**config.mk**
```make
export PLATFORM = sky130hd
export DESIGN_NAME = nixie_scan_decoder
export DESIGN_NICKNAME = d
export VERILOG_FILES = /design/src/rtl/display_pkg.sv /design/src/rtl/decoder_4to10.sv /design/src/rtl/nixie_scan_decoder.sv
export SDC_FILE = /design/constraint.sdc
export NUM_CORES = 1
export LEC_CHECK = 0
export ABC_AREA = 1
export CAP_MARGIN = 10
export CORE_MARGIN = 4
export CORE_UTILIZATION = 55
export CTS_BUF_LIST = sky130_fd_sc_hd__clkbuf_8
export CTS_CLUSTER_DIAMETER = 100
export DETAILED_ROUTE_END_ITERATION = 6
export GPL_ROUTABILITY_DRIVEN = 0
export PLACE_DENSITY = 0.79
export SYNTH_ARGS = -nofsm -noshare
export SYNTH_HDL_FRONTEND = slang
export SYNTH_SLANG_ARGS = --single-unit
```
**constraint.sdc**
```tcl
create_clock -name clk -period 2.5 [get_ports clk]
set_clock_uncertainty 0.15 [all_clocks]
set_input_delay 0.375 -clock clk [delete_from_list [all_inputs] [get_ports clk]]
set_output_delay 0.375 -clock clk [all_outputs]
set_load 0.02 [all_outputs]
```
**src/rtl/display_pkg.sv**
```systemverilog
// Shared types and the BCD to one-of-ten decode used by decimal display drivers.
package display_pkg;

  localparam int NUM_CATHODES = 10;

  typedef logic [3:0] bcd_t;

  typedef enum logic {
    ST_BLANK = 1'b0,
    ST_SHOW  = 1'b1
  } scan_state_t;

  // Codes 10-15 have no cathode, so they return all-zero.
  function automatic logic [NUM_CATHODES-1:0] bcd_to_onehot10(input bcd_t code);
    if (code < 4'd10) begin
      return {{(NUM_CATHODES-1){1'b0}}, 1'b1} << code;
    end
    return '0;
  endfunction

endpackage

```
**src/rtl/decoder_4to10.sv**
```systemverilog
// Combinational BCD digit to one-hot cathode decode.
module decoder_4to10
  import display_pkg::*;
(
  input  bcd_t                    i_code,
  output logic [NUM_CATHODES-1:0] o_onehot
);

  assign o_onehot = bcd_to_onehot10(i_code);

endmodule

```
**src/rtl/nixie_scan_decoder.sv**
```systemverilog
// Multiplexed BCD display scanner: double-buffered frame, blank gap before every digit.
module nixie_scan_decoder
  import display_pkg::*;
#(
  parameter int DIGITS    = 4,
  parameter int DWELL_CYC = 1000,
  parameter int BLANK_CYC = 50
) (
  input  logic                    clk,
  input  logic                    rst,
  input  logic                    load_valid,
  output logic                    load_ready,
  input  logic [4*DIGITS-1:0]     bcd,
  output logic [DIGITS-1:0]       anode,
  output logic [NUM_CATHODES-1:0] cathode,
  output logic                    frame_start,
  output logic                    bad_code
);

  localparam int CNT_MAX = (DWELL_CYC > BLANK_CYC) ? DWELL_CYC : BLANK_CYC;
  localparam int CNT_W   = (CNT_MAX > 1) ? $clog2(CNT_MAX) : 1;
  localparam int IDX_W   = (DIGITS > 1) ? $clog2(DIGITS) : 1;

  scan_state_t             r_state, w_state_nxt;
  logic [CNT_W-1:0]        r_cnt, w_cnt_nxt;
  logic [IDX_W-1:0]        r_idx, w_idx_nxt;
  logic [4*DIGITS-1:0]     r_pending, r_active;
  logic                    r_pending_full;
  logic [DIGITS-1:0]       r_anode;
  logic [NUM_CATHODES-1:0] r_cathode;
  logic                    r_frame_start, r_bad_code;
  bcd_t                    w_digit;
  logic [NUM_CATHODES-1:0] w_onehot;
  logic                    w_frame_edge, w_accept;

  // NOTE: every variable gets a default before the case so no path leaves it unassigned, which would infer a latch.
  always_comb begin
    w_state_nxt = r_state;
    w_cnt_nxt   = r_cnt + 1'b1;
    w_idx_nxt   = r_idx;
    case (r_state)
      ST_BLANK: if (r_cnt == CNT_W'(BLANK_CYC - 1)) begin
        w_state_nxt = ST_SHOW;
        w_cnt_nxt   = '0;
      end
      ST_SHOW: if (r_cnt == CNT_W'(DWELL_CYC - 1)) begin
        w_state_nxt = ST_BLANK;
        w_cnt_nxt   = '0;
        w_idx_nxt   = (r_idx == IDX_W'(DIGITS - 1)) ? '0 : r_idx + 1'b1;
      end
      default: w_state_nxt = ST_BLANK;
    endcase
  end

  // NOTE: state registers use non-blocking assignments so all flops sample the same pre-edge values.
  always_ff @(posedge clk or posedge rst) begin
    if (rst) begin
      r_state <= ST_BLANK;
      r_cnt   <= '0;
      r_idx   <= '0;
    end else begin
      r_state <= w_state_nxt;
      r_cnt   <= w_cnt_nxt;
      r_idx   <= w_idx_nxt;
    end
  end

  // Outputs are registered from the current scan position, so the edge that
  // raises frame_start is also the frame boundary where buffers swap.
  assign w_frame_edge = (r_state == ST_BLANK) && (r_cnt == '0) && (r_idx == '0);
  assign w_accept     = load_valid && !r_pending_full;

  // NOTE: the digit buffers are reset because the display must come up blank (all 4'hF), not random.
  always_ff @(posedge clk or posedge rst) begin
    if (rst) begin
      r_pending      <= '0;
      r_pending_full <= 1'b0;
      r_active       <= '1;
    end else if (w_frame_edge && r_pending_full) begin
      r_active       <= r_pending;
      r_pending_full <= 1'b0;
    end else if (w_accept) begin
      r_pending      <= bcd;
      r_pending_full <= 1'b1;
    end
  end

  assign w_digit = r_active[4*r_idx +: 4];

  decoder_4to10 u_decoder (
    .i_code   (w_digit),
    .o_onehot (w_onehot)
  );

  always_ff @(posedge clk or posedge rst) begin
    if (rst) begin
      r_anode       <= '0;
      r_cathode     <= '0;
      r_frame_start <= 1'b0;
      r_bad_code    <= 1'b0;
    end else begin
      r_anode       <= (r_state == ST_SHOW) ? (DIGITS'(1) << r_idx) : '0;
      r_cathode     <= (r_state == ST_SHOW) ? w_onehot : '0;
      r_frame_start <= w_frame_edge;
      r_bad_code    <= (r_state == ST_SHOW) && (w_digit > 4'd9);
    end
  end

  assign anode       = r_anode;
  assign cathode     = r_cathode;
  assign frame_start = r_frame_start;
  assign bad_code    = r_bad_code;
  assign load_ready  = !r_pending_full;

endmodule

```
=== Word level (Yosys, flattened, before mapping) ===
Index checks and enable logic that the tools add are counted.

* Reduce and logical (&&, ||, !) cells: 11
* Magnitude comparators: 2
* Shift operators: 3
* Equality and inequality tests: 3
* Add/subtract/negate cells: 2
* Bitwise operators: 2
* Mux-type cells: 14

{| class="wikitable"
|+ Operators by type and width
! cell !! number
|-
| 10-bit two-way mux || 5
|-
| 10-bit case mux with 2 select lines || 1
|-
| 16-bit by 5-bit variable part select with 4-bit output || 1
|-
| 10-bit by 1-bit adder with 10-bit output, second input constant || 1
|-
| 10-bit == test, second input constant || 1
|-
| 10-bit by 6-bit == test with 1-bit output, second input constant || 1
|-
| 10-bit logical NOT || 1
|-
| 1-bit by 4-bit left shift with 10-bit output, first input constant || 1
|-
| 1-bit logical AND || 5
|-
| 1-bit two-way mux || 5
|-
| 4-bit > comparator, second input constant || 1
|-
| 4-bit less-than comparator, second input constant || 1
|-
| 4-bit two-way mux || 1
|-
| 2-bit AND reduction || 2
|-
| 1-bit by 2-bit left shift with 4-bit output, first input constant || 1
|-
| 2-bit by 1-bit adder with 2-bit output, second input constant || 1
|-
| 2-bit == test, second input constant || 1
|-
| 2-bit logical NOT || 1
|-
| 2-bit two-way mux || 1
|-
| 1-bit NOT || 2
|-
| 1-bit case mux with 2 select lines || 1
|-
| 2-bit nonzero test || 1
|-
| 1-bit logical NOT || 1
|}

* Register bits after elaboration: 62
* Word-level logic and storage cells: 47
* Output and inout bits: 17

=== Depth between registers and ports, before layout ===
Gate-level depths: netlist (run 1).

* Depth in word-level cells: 6
* Depth in mapped cells: 8

=== Hierarchy ===
A second synthesis (run 1) with hierarchy kept.

* Cells, all modules: 329
* Area, all modules: 2946.6 um^2

{| class="wikitable"
|+ By module, submodules not included
! module !! cells an instance !! instances !! area an instance (um^2)
|-
| nixie_scan_decoder || 308 || 1 || 2862.7
|-
| decoder_4to10 || 21 || 1 || 83.8
|}

=== Worst setup path before layout (run 1) ===
OpenSTA, ideal clock, no wires.

* Path kind: register -> register
* Start point: register r_idx[1]
* End point: register r_active[0]
* Path slack: 830 ps
* Buffers on the path: 1
* Period minus slack after synthesis: 1670 ps
* Library setup time: 76 ps
* Cell stages (with the launch flop): 9
* Data arrival time: 1443 ps
* Cells stage by stage: dfrtp_1 inv_1 ha_1 nand3_1 nor2_4 nand3_4 buf_6 nand2_1 nand2_1

* Longest elaborated chain between the ends: 3

{| class="wikitable"
|+ Ends and longest elaborated chain
! element !! RTL line !! RTL
|-
| start: declaration || nixie_scan_decoder.sv:26 || <nowiki>logic [IDX_W-1:0] r_idx, w_idx_nxt;</nowiki>
|-
| start signal: assignment || nixie_scan_decoder.sv:64 || <nowiki>r_idx <= w_idx_nxt;</nowiki>
|-
| 2-bit logical NOT || nixie_scan_decoder.sv:70 || <nowiki>assign w_frame_edge = (r_state == ST_BLANK) && (r_cnt == '0) && (r_idx == '0);</nowiki>
|-
| 1-bit logical AND || nixie_scan_decoder.sv:70 ||
|-
| 1-bit logical AND || nixie_scan_decoder.sv:79 || <nowiki>end else if (w_frame_edge && r_pending_full) begin</nowiki>
|-
| end signal: assignment || nixie_scan_decoder.sv:80 || <nowiki>r_active <= r_pending;</nowiki>
|-
| end: declaration || nixie_scan_decoder.sv:27 || <nowiki>logic [4*DIGITS-1:0] r_pending, r_active;</nowiki>
|}

Every way passes these cells.
A chain may end at the register's enable or synchronous reset.

=== Worst setup path after layout (run 1) ===
* Start point: register r_idx[0]
* End point: register r_pending_full

* Longest elaborated chain between the ends: 4

{| class="wikitable"
|+ Ends and longest elaborated chain
! element !! RTL line !! RTL
|-
| 2-bit logical NOT * || nixie_scan_decoder.sv:70 ||
|-
| 1-bit logical AND * || nixie_scan_decoder.sv:70 ||
|-
| 1-bit logical AND * || nixie_scan_decoder.sv:79 ||
|-
| 1-bit two-way mux / 2-bit nonzero test (equally long branches) || - ||
|-
| end signal: assignment || nixie_scan_decoder.sv:77 || <nowiki>r_pending_full <= 1'b0;</nowiki>
|-
| end signal: assignment || nixie_scan_decoder.sv:81 || <nowiki>r_pending_full <= 1'b0;</nowiki>
|-
| end signal: assignment || nixie_scan_decoder.sv:84 || <nowiki>r_pending_full <= 1'b1;</nowiki>
|-
| end: declaration || nixie_scan_decoder.sv:28 || <nowiki>logic r_pending_full;</nowiki>
|}

Every way passes the cells marked *; elsewhere a longest branch is shown, timed or not.

==> metrics.yaml, run 1 <==
status: "finished clean"
cts_tree: "yes"
pin_count: 36
diodes: 0
synth_top_area_share: 0.410
yosys_warnings: 0
synth-edff-count: 0
tightestPinTransition_ns: 0.481
fmax_ghz: 0.496
cp.arrival_ns: 2.14
criticalPathCategory: "flop to flop"
cts_resized: 0
setup_viol: 0
drt_first_pass_iters: 4
synthMuxAreaShare: 0.0642
grt_overflow_total: 0
synth-compound-area-share: 0.0125
drive_gt1_frac: 0.173
min_period_ns: 2.01
yosysUniqueCellTypes: 27
synth_cells: 295
rsz0062_at_grt: "no"
period_share: 0.806
async_flop_share: 1.00
postSynthNetCount: 321
grt_max_degree: 63
clk_pin_slew_ns: 0.06
cts_max_level: 3
wl_per_cell_um: 12.3
start_kind: "flop"
synth-xor-area-share: 0.00937
postCtsSetupRepairBufs: 0
drc_errors: 0
worstSkewPairLatency_ns: 0.34
avgSynthCellArea_um2: 9.51
grt_pass1_wl_um: 9200
fin_nets: 363
synth_fa_ha_area_frac: 0.0312
p_leak_nw: 1.65
synth_simple_gate_area_share: 0.264
cts_num_sinks: 62
rows: 25
cp_max_fo: 17
syn-cell-area_um2: 2810
ant_nets: 0
cp-end-kind: "flop"
ir_drop_mv: 0.404
coreArea_um2: 4820
max_cap_violations: 0
fillers: 404
ctsHoldBuffers: 0
cts-root-buf: "clkbuf_8"
ys_top_cells_by_area: "dfrtp_1 41%, dfstp_2 15%, nand2_1 11%, mux2_2 6.4%, nand4_1 4.2%"
yosys.area.top_type: "dfrtp_1"
critPathRequiredTime_ns: 2.62
antenna_found_initial: 0
p_total_w: 0.00187
slew_headroom: 0.678
first_global_vias: 2115
clockBufferDepth: 2
timing.final.hold_violations: 0
synth_common_cells: "84 x nand2_1, 46 x dfrtp_1, 29 x nor2_1, 27 x inv_1, 21 x nand3_1"
powerDensity_nw_per_um2: 550
track_usage: 0.187
fp.dieArea_um2: 6310
hold_class: "input port to asynchronous set/reset pin"
area_growth_pct: 21.1
routed_wl_um: 5020
synth.most_common_cell: "nand2_1"
io_buffers: 35
synthFlopType: "dfrtp_1"
viasPerCell: 4.99
dr_total_vias: 2041
die_h_um: 79.4
ys_ff_latch: 62
synth_top_family_by_area: "simple AND/OR/NAND/NOR gates"
fp.dieW_um: 79.4
dp_hpwl_um: 3640
slew_violations: 0
drtIter0Drc: 116
cts_buffers: 9
setup_tns_ns: 0
seq_area_frac_synth: 0.560
initial_core_util: 0.582
hold_slack_ns: 0.273
## worst paths after layout
kind                       cells after the start   startpoint  slack, ns              to
max                                            7     r_idx[0]       0.49  r_pending_full
min                                            3          rst       0.27      cathode[6]
max reg2reg                                    7     r_idx[0]       0.49  r_pending_full
min reg2reg                                    2  r_active[0]       0.31     r_active[0]
max in group asynchronous                      3          rst       1.62     r_active[6]
min in group clk                               2  r_active[0]       0.31     r_active[0]
## kinds of logic (layout without fill, tap and decap cells)
logic type,count (synthesis),in the layout
simple gates,163,163
flops,62,62
buf+inv,37,84
mux,16,16
fa+ha+maj,7,7
compound gates,7,7
xor+xnor,3,3
## where the power goes
group	internal (W)	switching, W
clock network	0.000373	0.000364
logic	0.0000487	0.0000290
registers	0.00104	0.0000176
## final cells by class
cell class              instances  area [um^2]  share of cell area
multi-input cells             196         1070               0.315
flip-flops and latches         62         1570               0.463
well taps                      67         83.8              0.0247
inverters                      29          109              0.0321
clock buffers                  10          138              0.0405
clock inverters                 6         30.0             0.00884
repair buffers                 39          393               0.116
## per-layer routing
| metal | up-vias | routed length, um | GRT usage |
|---|---|---|---|
| met5 | - | 0 | 0 |
| met4 | 0 | 76 | 0.0670 |
| met3 | 9 | 251 | 0.0508 |
| met2 | 54 | 2360 | 0.313 |
| met1 | 942 | 2330 | 0.232 |
| li1 | 1036 | - | - |
## worst max-delay path, stage by stage (launching register included)
cell      delay (ns)
dfrtp_1         0.57
clkinv_1        0.36
ha_1            0.32
nand3_1         0.13
nor2_4          0.08
nand3_4         0.16
o21ai_0         0.12
inv_1           0.06
## sequential cells by signal (all words and copies together), names as in the netlist, 2 cells and up
signal / cells
r_active: 16
r_pending: 16
cathode: 10
r_cnt: 10
anode: 4
r_idx: 2
## cell usage in the layout, fill, tap and decap left out, types with 2 or more instances in the layout
cell	synthesis	layout
buf_4	4	3
a21oi_1	2	2
clkbuf_8	0	10
dfrtp_1	46	46
nand4_1	19	19
o21ai_0	5	5
nand2_2	2	2
ha_1	7	7
xor2_1	2	2
and2_1	2	2
inv_2	1	2
dfstp_2	16	16
mux2_2	16	16
clkinv_2	0	3
inv_1	27	28
clkdlybuf4s50_1	0	35
nor2_1	29	29
nand3_1	21	21
nand2_1	84	84
## through the flow
stage          setup slack (ns)  area (um^2)  cells  utilization
2_1_floorplan             0.460         2810    295            -
3_3_place_gp              0.635         3230    393        0.670
3_5_place_dp              0.520         3230    393        0.670
4_1_cts                   0.509         3400    409        0.705
5_1_grt                   0.279         3400    409        0.705
6_report                  0.485         3400    409        0.705
Power figures use the tool's default switching activity.
==> inputs of run 2 (changes only) <==
--- a/config.mk
+++ b/config.mk
@@ -8,12 +8,12 @@
 export ABC_AREA = 1
 export CAP_MARGIN = 10
 export CORE_MARGIN = 4
-export CORE_UTILIZATION = 55
+export CORE_UTILIZATION = 51
 export CTS_BUF_LIST = sky130_fd_sc_hd__clkbuf_8
 export CTS_CLUSTER_DIAMETER = 100
 export DETAILED_ROUTE_END_ITERATION = 6
 export GPL_ROUTABILITY_DRIVEN = 0
-export PLACE_DENSITY = 0.79
+export PLACE_DENSITY = 0.77
 export SYNTH_ARGS = -nofsm -noshare
 export SYNTH_HDL_FRONTEND = slang
 export SYNTH_SLANG_ARGS = --single-unit
==> constraint.sdc (replaced) <==
create_clock -name clk -period 1.8 [get_ports clk]
set_clock_uncertainty 0.15 [all_clocks]
set_input_delay 0.27 -clock clk [delete_from_list [all_inputs] [get_ports clk]]
set_output_delay 0.27 -clock clk [all_outputs]
set_load 0.02 [all_outputs]
==> metrics.yaml, run 2 (same netlist as run 1, synthesis figures left out) <==
r2r.worst_path.cells: 7
hold_slack_ns: 0.138
cp.arrival_ns: 1.26
tightestPinTransition_ns: 0.443
cts_tree: "yes"
cts_max_level: 3
area_growth_pct: 24.2
drtIter0Drc: 126
cts_num_sinks: 62
rsz0062_at_grt: "no"
cts_buffers: 9
cts-root-buf: "clkbuf_8"
first_global_vias: 2004
diodes: 0
cp_top_family: "buffers and inverters"
viasPerCell: 4.81
slew_violations: 0
ir_drop_mv: 0.634
layout_commonest_cell: "nand2_1"
final_cell_mix: "84 x nand2_1, 46 x dfrtp_1, 34 x clkdlybuf4s50_1"
slowest_delay_ns: 0.59
fillers: 434
drc_errors: 0
pin_count: 36
criticalPathCategory: "flop to output pin"
reg2reg_from: "r_idx[0]"
io_buffers: 35
fin_nets: 369
regArea_um2: 1570
die_h_um: 82.2
grt_max_degree: 26
antenna_found_initial: 0
ant_nets: 0
critical_path.cell_chain: "clkdlybuf4s50_1"
max_cap_violations: 0
postCtsSetupRepairBufs: 0
reg_top3: "r_active (16), r_pending (16)"
status: "finished clean"
fp.dieW_um: 82.2
post-route-util: 0.669
r2r-end: "r_pending_full"
min_period_ns: 1.68
multiInputGateArea_um2: 1070
worstSkewPairLatency_ns: 0.34
start_kind: "flop"
critPathRequiredTime_ns: 1.38
dr_total_vias: 2010
clk_pin_slew_ns: 0.07
slew_headroom: 0.704
dp_hpwl_um: 3700
coreArea_um2: 5200
clockBufferDepth: 2
p_leak_nw: 1.69
fp.dieArea_um2: 6750
rows: 26
setup_viol: 0
path_buf_inv: 1
regToRegSetupSlack_ns: 0.23
powerDensity_nw_per_um2: 789
grt_overflow_total: 0
cp-end-kind: "output pin"
period_share: 0.936
track_usage: 0.168
critPathSlowestCell: "clkdlybuf4s50_1"
timing.final.hold_violations: 0
drt_first_pass_iters: 4
fmax_ghz: 0.594
routed_wl_um: 4870
drive_gt1_frac: 0.187
initial_core_util: 0.539
hold_class: "input port to asynchronous set/reset pin"
setup_tns_ns: 0
grt_pass1_wl_um: 8580
cp_max_fo: 1
wl_per_cell_um: 11.7
[run 2: worst max-delay path by stage]
| stage | startpoint | to | depth (start not counted) |
|---|---|---|---|
| floorplan | r_idx[1] | r_active[0] | 8 |
| global placement | load_valid | r_pending[3] | 3 |
| detailed placement | load_valid | r_pending[15] | 3 |
| CTS | cathode[2] | cathode[2] | 1 |
| global route | anode[1] | anode[1] | 1 |
| finish | cathode[2] | cathode[2] | 1 |
[run 2: layout make-up]
class / instances / area share
Tap cell: 70 / 0.0251
Timing Repair Buffer: 45 / 0.129
Clock buffer: 10 / 0.0395
Multi-Input combinational cell: 196 / 0.307
Sequential cell: 62 / 0.451
Clock inverter: 6 / 0.0158
Inverter: 29 / 0.0323
[run 2: where the power goes]
part	switching [W]	internal, W
clock	0.000516	0.000661
combinational	0.0000419	0.0000719
sequential	0.0000226	0.00144
total	0.000580	0.00217
[run 2: timing repair]
item	4_1_cts	5_1_grt
setup endpoints to repair	1	0
hold buffers	0	0
resized for setup	1	0
[run 2: stage by stage]
step	setup WS (ns)	power (W)	cell area [um^2]	instances
2_1_floorplan	0.130	0.00153	2810	295
3_3_place_gp	0.155	0.00159	3290	402
3_5_place_dp	0.123	0.00160	3290	402
4_1_cts	0.0855	0.00279	3480	418
5_1_grt	0.0459	0.00287	3480	418
6_report	0.115	0.00275	3480	418
[run 2: metal layers]
metal  vias to the layer above  wire length, um  track usage
met4                         0               76       0.0781
li1                       1043                -            -
met5                         -                0            0
met3                         9              301       0.0542
met1                       910             2270        0.207
met2                        48             2230        0.270
==> RTL edit, RTL diff (flow settings as in run 1) <==
Set the parameter `DWELL_CYC` to 2000 (it was 1000).
--- a/src/rtl/nixie_scan_decoder.sv
+++ b/src/rtl/nixie_scan_decoder.sv
@@ -3,7 +3,7 @@
   import display_pkg::*;
 #(
   parameter int DIGITS    = 4,
-  parameter int DWELL_CYC = 1000,
+  parameter int DWELL_CYC = 2000,
   parameter int BLANK_CYC = 50
 ) (
   input  logic                    clk,
Behaviour: no difference found for any inputs over 10 cycles, from zero or initial values and one cycle with rst high; that may be too few to reach the edited logic, so the function may still have changed.
==> RTL edit against run 1 <==
Total power rose by 1.5%; wire length fell by 1.1%; cell area increased by 2.9%; synthesized area increased by 3.6%; sequential cell count grew 1; setup slack worse by 0.18 ns; first-iteration DRC count decreased by 2.6%; highest routed layer unchanged.
==> RTL edit: results (changes against run 1) <==
Critical path arrival - 2.28 ns (+0.14 ns)
Worst slew pin tran - 0.517 ns (+0.0364 ns)
Dpl cell area - 3320 um^2 (+2.9%)
Critical path's largest stage delay - 0.51 ns (-0.06 ns)
DR vias - 2046 (+0.24%)
Family with the most delay on the worst path - simple AND/OR/NAND/NOR gates
Post-synthesis net count - 330 (+2.8%)
Pleak - 1.70 nW (+2.9%)
Hold WC Path Type - primary input to asynchronous set/reset pin
GRT Util Overall - 0.182 (-0.00490)
Layout cell share with drive strength beyond 1 - 0.203 (+0.0303)
Iteration-0 DRC Markers - 113 (-2.6%)
Netlist cell types - 30 (+11%)
Nets - 371 (+2.2%)
First-pass GRT wire length - 8.94 mm (-2.8%)
Vias in the first global route - 2074 (-1.9%)
HPWL after detailed placement - 3.64 mm (+0.10%)
Status - complete, no violations
Top post-synthesis cells by count - 93 x nand2_1, 47 x dfrtp_1, 25 x inv_1
Peak supply drop - 349 uV (-14%)
Total wire length - 4.96 mm (-1.1%)
Top Registers - r_active x16, r_pending x16, r_cnt x11
Sequential share of the synthesized area - 0.550 (-0.0107)
Post-synth top flop - dfrtp_1
Largest net degree at the start of global routing - 30 (-52%)
RTL edit: cell types whose count changed in the layout (fill, tap and decap cells not counted), moves of 2 or more:
| cell | change |
|---|---|
| nor2_1 | -11 |
| nor2_2 | +10 |
| nand2_1 | +9 |
| nand4_1 | -3 |
| nor3_1 | +3 |
| and2_1 | -2 |
| clkinv_2 | -2 |
| o21ai_0 | -2 |
RTL edit: path summary, 6_finish.rpt:
kind / end / cells past startpoint / slack, ns
worst max-delay path: r_pending_full$_DFFE_PP0P_ / 7 / 0.31
worst min-delay path: r_pending_full$_DFFE_PP0P_ / 2 / 0.25
worst max register to register: r_pending_full$_DFFE_PP0P_ / 7 / 0.31
worst min register to register: r_active[3]$_DFFE_PP1P_ / 2 / 0.31
max in group asynchronous: r_active[12]$_DFFE_PP1P_ / 3 / 1.33
min in group clk: r_active[3]$_DFFE_PP1P_ / 2 / 0.31
RTL edit: area by class of cell:
class	instances	area, um^2
clock buffers	11	151
clock inverters	5	20.0
fillers	417	1610
inverters	27	101
multi-input cells	205	1140
flip-flops and latches	63	1600
well taps	70	87.6
repair buffers	39	393
RTL edit: routing by layer:
layer / track usage / up-vias / part of all wire
met1: 0.225 / 924 / 0.48
met2: 0.286 / 51 / 0.45
met4: 0.110 / 0 / 0.028
met5: 0 / - / 0
met3: 0.0437 / 14 / 0.050
li1: - / 1057 / -
RTL edit: power breakdown:
group          switching [mW]  internal [mW]  total [mW]
sequential             0.0159           1.05        1.07
clock                   0.353          0.397       0.750
combinational          0.0293         0.0494      0.0788
total                   0.398           1.50        1.90
RTL edit: kinds of logic (layout without fill, tap and decap cells):
family | count (synthesis) | count (layout) | synth area share
DFF | 63 | 63 | 0.550
xor gates and xnor gates | 4 | 4 | 0.0121
muxes | 16 | 16 | 0.0620
and+or+nand+nor | 174 | 174 | 0.283
AOI/OAI and AO/OA | 4 | 4 | 0.00689
adders and majority gates | 7 | 7 | 0.0301
buffers and inverters | 36 | 82 | 0.0564
RTL edit: stage by stage:
stage	utilization	worst slack, ns	std cells	total power [mW]	hold WS (ns)
3_5_place_dp	0.651	0.299	404	1.17	0.307
4_1_cts	0.684	0.286	420	1.92	0.259
2_1_floorplan	-	0.432	304	1.12	0.292
3_3_place_gp	0.651	0.389	404	1.16	0.304
6_report	0.684	0.307	420	1.90	0.247
5_1_grt	0.684	0.122	420	1.97	0.300
